==> src/rtl/control_sequencer_pkg.sv <==
// Shared constants for the control sequencer: opcodes, control-bus bit layout,
// sequencer states and per-opcode last microstep.
package control_sequencer_pkg;

   localparam logic [3:0] OP_NOP = 4'd0;
   localparam logic [3:0] OP_LDA = 4'd1;
   localparam logic [3:0] OP_ADD = 4'd2;
   localparam logic [3:0] OP_SUB = 4'd3;
   localparam logic [3:0] OP_STA = 4'd4;
   localparam logic [3:0] OP_LDI = 4'd5;
   localparam logic [3:0] OP_JMP = 4'd6;
   localparam logic [3:0] OP_JC  = 4'd7;
   localparam logic [3:0] OP_JZ  = 4'd8;
   localparam logic [3:0] OP_OUT = 4'd14;
   localparam logic [3:0] OP_HLT = 4'd15;

   localparam int B_HLT = 15;
   localparam int B_MI  = 14;
   localparam int B_RI  = 13;
   localparam int B_RO  = 12;
   localparam int B_IO  = 11;
   localparam int B_II  = 10;
   localparam int B_AI  = 9;
   localparam int B_AO  = 8;
   localparam int B_EO  = 7;
   localparam int B_SU  = 6;
   localparam int B_BI  = 5;
   localparam int B_OI  = 4;
   localparam int B_CE  = 3;
   localparam int B_CO  = 2;
   localparam int B_J   = 1;
   localparam int B_FI  = 0;

   localparam logic [15:0] M_HLT = 16'(1) << B_HLT;
   localparam logic [15:0] M_MI  = 16'(1) << B_MI;
   localparam logic [15:0] M_RI  = 16'(1) << B_RI;
   localparam logic [15:0] M_RO  = 16'(1) << B_RO;
   localparam logic [15:0] M_IO  = 16'(1) << B_IO;
   localparam logic [15:0] M_II  = 16'(1) << B_II;
   localparam logic [15:0] M_AI  = 16'(1) << B_AI;
   localparam logic [15:0] M_AO  = 16'(1) << B_AO;
   localparam logic [15:0] M_EO  = 16'(1) << B_EO;
   localparam logic [15:0] M_SU  = 16'(1) << B_SU;
   localparam logic [15:0] M_BI  = 16'(1) << B_BI;
   localparam logic [15:0] M_OI  = 16'(1) << B_OI;
   localparam logic [15:0] M_CE  = 16'(1) << B_CE;
   localparam logic [15:0] M_CO  = 16'(1) << B_CO;
   localparam logic [15:0] M_J   = 16'(1) << B_J;
   localparam logic [15:0] M_FI  = 16'(1) << B_FI;

   localparam logic [2:0] LAST_T2 = 3'd2;
   localparam logic [2:0] LAST_T3 = 3'd3;
   localparam logic [2:0] LAST_T4 = 3'd4;
   localparam logic [2:0] MAX_STEP = 3'd4;

   typedef enum logic {
      ST_RUN  = 1'b0,
      ST_HALT = 1'b1
   } seq_state_e;

   function automatic logic [2:0] last_step_of(input logic [3:0] opc);
      case (opc)
         OP_LDA, OP_STA: return LAST_T3;
         OP_ADD, OP_SUB: return LAST_T4;
         default:        return LAST_T2;
      endcase
   endfunction

endpackage

==> src/rtl/control_sequencer_microstep_counter.sv <==
// Microstep counter: wraps to 0 after the last step, never exceeds T4, and
// recovers from illegal values on the next enabled edge.
module microstep_counter
   import control_sequencer_pkg::*;
#(
   parameter int STEP_W = 3
) (
   input  logic              clk,
   input  logic              rst_n,
   input  logic              clear,
   input  logic              enable,
   input  logic [STEP_W-1:0] last_step,
   output logic [STEP_W-1:0] step
);

   logic [STEP_W-1:0] step_q, step_d;

   always_comb begin
      step_d = step_q;
      if (clear) begin
         step_d = '0;
      end else if (enable) begin
         if (step_q >= last_step || step_q >= STEP_W'(MAX_STEP)) step_d = '0;
         else                                                     step_d = step_q + 1'b1;
      end
   end

   // NOTE: state registers use non-blocking assignments so every flop samples pre-edge values.
   always_ff @(posedge clk or negedge rst_n) begin
      if (!rst_n) step_q <= '0;
      else        step_q <= step_d;
   end

   assign step = step_q;

endmodule

==> src/rtl/control_sequencer.sv <==
// Microcoded control sequencer: RUN/HALT FSM plus per-step control-word decode
// for an 8-bit breadboard-style CPU.
module control_sequencer
   import control_sequencer_pkg::*;
#(
   parameter int STEP_W = 3,
   parameter int OPC_W  = 4
) (
   input  logic              clk,
   input  logic              rst_n,
   input  logic              step_en,
   input  logic [OPC_W-1:0]  opcode,
   input  logic              carry_flag,
   input  logic              zero_flag,
   input  logic              resume,
   output logic [15:0]       ctrl_word,
   output logic [STEP_W-1:0] step,
   output logic              halted
);

   seq_state_e        state_q, state_d;
   logic              cnt_clear, cnt_en;
   logic [3:0]        op;
   logic [STEP_W-1:0] last_step;
   logic [15:0]       decode_word;

   assign op        = 4'(opcode);
   assign last_step = STEP_W'(last_step_of(op));

   microstep_counter #(.STEP_W(STEP_W)) u_counter (
      .clk       (clk),
      .rst_n     (rst_n),
      .clear     (cnt_clear),
      .enable    (cnt_en),
      .last_step (last_step),
      .step      (step)
   );

   // NOTE: every always_comb output gets a default first so no path can infer a latch.
   always_comb begin
      state_d   = state_q;
      cnt_clear = 1'b0;
      cnt_en    = 1'b0;
      case (state_q)
         ST_RUN: begin
            cnt_en = step_en;
            if (step_en && op == OP_HLT && step == STEP_W'(2)) begin
               state_d   = ST_HALT;
               cnt_clear = 1'b1;
            end
         end
         ST_HALT: begin
            if (resume) begin
               state_d   = ST_RUN;
               cnt_clear = 1'b1;
            end
         end
         default: state_d = ST_RUN;
      endcase
   end

   always_ff @(posedge clk or negedge rst_n) begin
      if (!rst_n) state_q <= ST_RUN;
      else        state_q <= state_d;
   end

   // Fetch is opcode-independent; execute steps decode the live opcode and flags.
   always_comb begin
      decode_word = '0;
      if (step == STEP_W'(0)) begin
         decode_word = M_CO | M_MI;
      end else if (step == STEP_W'(1)) begin
         decode_word = M_RO | M_II | M_CE;
      end else begin
         case (op)
            OP_LDA: if (step == STEP_W'(2))      decode_word = M_IO | M_MI;
                    else if (step == STEP_W'(3)) decode_word = M_RO | M_AI;
            OP_ADD, OP_SUB: begin
               if (step == STEP_W'(2))      decode_word = M_IO | M_MI;
               else if (step == STEP_W'(3)) decode_word = M_RO | M_BI;
               else if (step == STEP_W'(4))
                  decode_word = M_EO | M_AI | M_FI | ((op == OP_SUB) ? M_SU : 16'h0000);
            end
            OP_STA: if (step == STEP_W'(2))      decode_word = M_IO | M_MI;
                    else if (step == STEP_W'(3)) decode_word = M_AO | M_RI;
            OP_LDI: if (step == STEP_W'(2)) decode_word = M_IO | M_AI;
            OP_JMP: if (step == STEP_W'(2)) decode_word = M_IO | M_J;
            OP_JC:  if (step == STEP_W'(2) && carry_flag) decode_word = M_IO | M_J;
            OP_JZ:  if (step == STEP_W'(2) && zero_flag)  decode_word = M_IO | M_J;
            OP_OUT: if (step == STEP_W'(2)) decode_word = M_AO | M_OI;
            OP_HLT: if (step == STEP_W'(2)) decode_word = M_HLT;
            OP_NOP: decode_word = '0;
            default: decode_word = '0;
         endcase
      end
   end

   assign ctrl_word = (rst_n && step_en && state_q == ST_RUN) ? decode_word : 16'h0000;
   assign halted    = (state_q == ST_HALT);

endmodule

==> config.mk <==
export PLATFORM = sky130hd
export DESIGN_NAME = control_sequencer
export DESIGN_NICKNAME = d
export VERILOG_FILES = /design/src/rtl/control_sequencer_pkg.sv /design/src/rtl/control_sequencer_microstep_counter.sv /design/src/rtl/control_sequencer.sv
export SDC_FILE = /design/constraint.sdc
export NUM_CORES = 1
export LEC_CHECK = 0
export CORE_ASPECT_RATIO = 1.2
export CORE_MARGIN = 8
export CORE_UTILIZATION = 40
export DETAILED_ROUTE_END_ITERATION = 6
export GPL_TIMING_DRIVEN = 0
export PLACE_DENSITY = 0.74
export SYNTH_ARGS = -nofsm -noshare
export SYNTH_HDL_FRONTEND = slang
export SYNTH_SLANG_ARGS = --single-unit
==> constraint.sdc <==
create_clock -name clk -period 3.12 [get_ports clk]
set_clock_uncertainty 0.2 [all_clocks]
set_input_delay 0.936 -clock clk [delete_from_list [all_inputs] [get_ports clk]]
set_output_delay 0.936 -clock clk [all_outputs]
set_load 0.01 [all_outputs]
==> impl_metrics.tcl <==
set metrics [dict create \
    fmax_mhz 308 \
    first_pass_iters 4 \
    cp_data_arrival_time_ns 2.11 \
    tns_ns -0.991 \
    syn_inst 95 \
    power.switching_mw 0.206 \
    ir_drop_v 0.000360 \
    core-area_sq_mm 0.00162 \
    dieArea_sq_mm 0.00328 \
    critical_path_depth 7 \
    synth_cell_types 35 \
    reg2reg_to "u_counter.step[1]$_DFFE_PN0P_" \
    via_count 850 \
    clk_path_buf_depth 2 \
    p_clk_share_pct 13.1 \
    rr_worst_depth 6 \
    syn_area_sq_um 681 \
    overflow 0 \
    yosys.area.top_type "dfrtp_1" \
    seqPwrFrac_pct 17.4 \
    whs_ns 0.334 \
    synth_seq_cells 4 \
    relSlewSlack_pct 75.5 \
    grt_pass1_vias 847 \
    antenna_cells 0 \
    stdcell_count 161 \
    ctsRootBufferMaster "clkbuf_4" \
    hold_violations 0 \
    synth_fp_nets 112 \
    die_w_um 53.7 \
    die_h_um 61.2 \
    vias_per_cell 5.28 \
    port_buffers 29 \
    slowest_delay_ns 0.45 \
    placed_area_sq_mm 0.00103 \
    grt_setup_unrepaired "yes" \
    area_growth_syn_to_layout_pct 83.6 \
    yosysWarnings 0 \
    layout_common_cells "buf_4, buf_2, nand2_1, buf_6, nor2_1" \
    syn_area_per_cell_sq_um 7.16 \
    antenna_found_initial 0 \
    r2r_slack_ns 1.51 \
    p_leak_nw 0.583 \
    ys_top_cells_by_area "dfrtp_1, ha_1, nand2_1" \
    finalSetupViolCount 11 \
    internal_power_mw 0.268 \
    power_mw 0.475 \
    synth_top_area_share_pct 14.7 \
    path_clk_slew_ns 0.03 \
    grt_pass1_wl_um 3590 \
    place.gp.congestion 0.811 \
    fin_ws_ns -0.125 \
    antenna_left 0 \
    cts_tree "yes" \
    worst-slew-pin-transition_ns 0.367 \
    dp_cells 142 \
    layout_commonest_cell "buf_4" \
    final_util_pct 77.1 \
    path_cells "buf_6 > buf_8 > nand2_1 > a21oi_2 > or3_4 > nor4b_4 > buf_2" \
    worst-endpoint-required_ns 1.98 \
    maxCapViolations 0 \
    row_count 16 \
    cp-end-kind "primary output" \
    cp_top_family "simple AND/OR/NAND/NOR gates" \
    dp_slack_ns -1.22 \
    grt_max_degree 9 \
    power.share.switching_pct 43.4 \
    stdcell_area_sq_mm 0.00125 \
    period_share_pct 104 \
    layout-drive-gt1-share_pct 51.7 \
    path_buf_inv 3 \
    dp_hpwl_um 1530 \
    min_period_ns 3.24 \
    startpoint_type "input pin" \
    violations "setup timing" \
    slew_viol_final 0 \
    clock_latency_ns 0.23 \
    drc 0 \
    io_pins 30 \
    critPathLaunch "opcode[1]" \
    power_frac_comb_pct 69.5 \
    outcome "finished with violations" \
    synth_seq_area_share_pct 14.7 \
    grt_use_total_pct 14.3 \
    wl_per_cell_um 13.9 \
    initial_core_util_pct 42.0 \
    cts_sinks 4 \
    cp_max_fo 7 \
    drt_iter0_drc 22 \
    hold_class "in2async" \
    reg2reg_from "u_counter.step[0]$_DFFE_PN0P_" \
    htree_levels 1 \
    crit_slowest_cell "or3_4" \
    path_class "in2out" \
    final_nets 162 \
    power_density_mw_per_mm2 380 \
    numCtsBuffers 3 \
    wl_um 2240 \
]
-- routing by layer --
| metal | wire length, um | GRT usage, % | vias to the layer above | part of all wire [%] |
|---|---|---|---|---|
| met5 | 0 | 0 | - | 0 |
| met4 | 63 | 9.39 | 0 | 2.8 |
| met3 | 162 | 3.14 | 7 | 7.2 |
| met2 | 1140 | 25.2 | 31 | 51 |
| met1 | 872 | 14.6 | 389 | 39 |
| li1 | - | - | 423 | - |
-- power groups by stage --
| stage | Combinational [mW] | Sequential (mW) | Clock [mW] |
|---|---|---|---|
| 2_1_floorplan | 0.163 | 0.0916 | 0 |
| 3_3_place_gp | 0.262 | 0.0897 | 0 |
| 3_5_place_dp | 0.268 | 0.0901 | 0 |
| 4_1_cts | 0.316 | 0.0832 | 0.0664 |
| 5_1_grt | 0.363 | 0.0870 | 0.0682 |
| 6_report | 0.330 | 0.0828 | 0.0621 |
-- synth_stat cells --
library cell and instances:
nor2b_4 1, nand3_1 1, o2111ai_1 1, and3_1 1, buf_4 2, nor4b_4 1, nand2_1 12, o21ai_0 7
nor3b_1 2, clkbuf_1 2, nand3b_1 1, or4_1 2, o21ba_2 1, xor2_1 1, a211oi_1 1, ha_1 7
and4b_1 1, nor4_1 1, and2b_1 1, buf_2 3, inv_1 6, nor2b_1 2, o21a_1 1, nand4_1 2
nand2b_1 4, or4b_1 1, or3_1 2, or2b_2 1, nor3_1 4, nor2_1 10, xnor2_1 1, o21ai_1 1
dfrtp_1 4, nand3_4 1, a21oi_1 6
-- worst max path at each step --
stage	endpoint	slack, ns
6_report	ctrl_word[11]	-0.12
5_1_grt	ctrl_word[11]	-0.20
4_1_cts	ctrl_word[14]	-0.19
3_5_place_dp	ctrl_word[7]	-1.22
3_3_place_gp	ctrl_word[7]	-1.18
2_1_floorplan	ctrl_word[7]	-0.03
-- what timing repair did --
item                                    CTS  global route
gates resized for setup                 111            13
pin swaps                                16            11
setup buffers                            14             3
hold buffers                              0             0
endpoints found under the setup margin   16            14
endpoints found under the hold margin     0             0
-- registers in the layout, summed over array words and instances (netlist names) --
name and cells:
u_counter.step 3, halted 1
-- kinds of logic (layout without fill, tap and decap cells) --
family | after synthesis | after routing | synth area share, %
DFF | 4 | 4 | 14.7
xor gates and xnor gates | 2 | 2 | 2.57
buffers and inverters | 13 | 61 | 8.82
AOI/OAI and AO/OA | 18 | 18 | 15.3
and+or+nand+nor | 51 | 51 | 45.8
adders and majority gates | 7 | 7 | 12.9
-- final cells by class --
cell class / instances / area [sq um]
multi-input combinational: 78 / 631
fill: 126 / 372
sequential: 4 / 101
inverter: 6 / 22.5
clock buffer: 3 / 22.5
buffer: 6 / 72.6
timing repair buffer: 46 / 378
tap: 18 / 22.5
No activity file was read; power rests on OpenSTA's default activity.
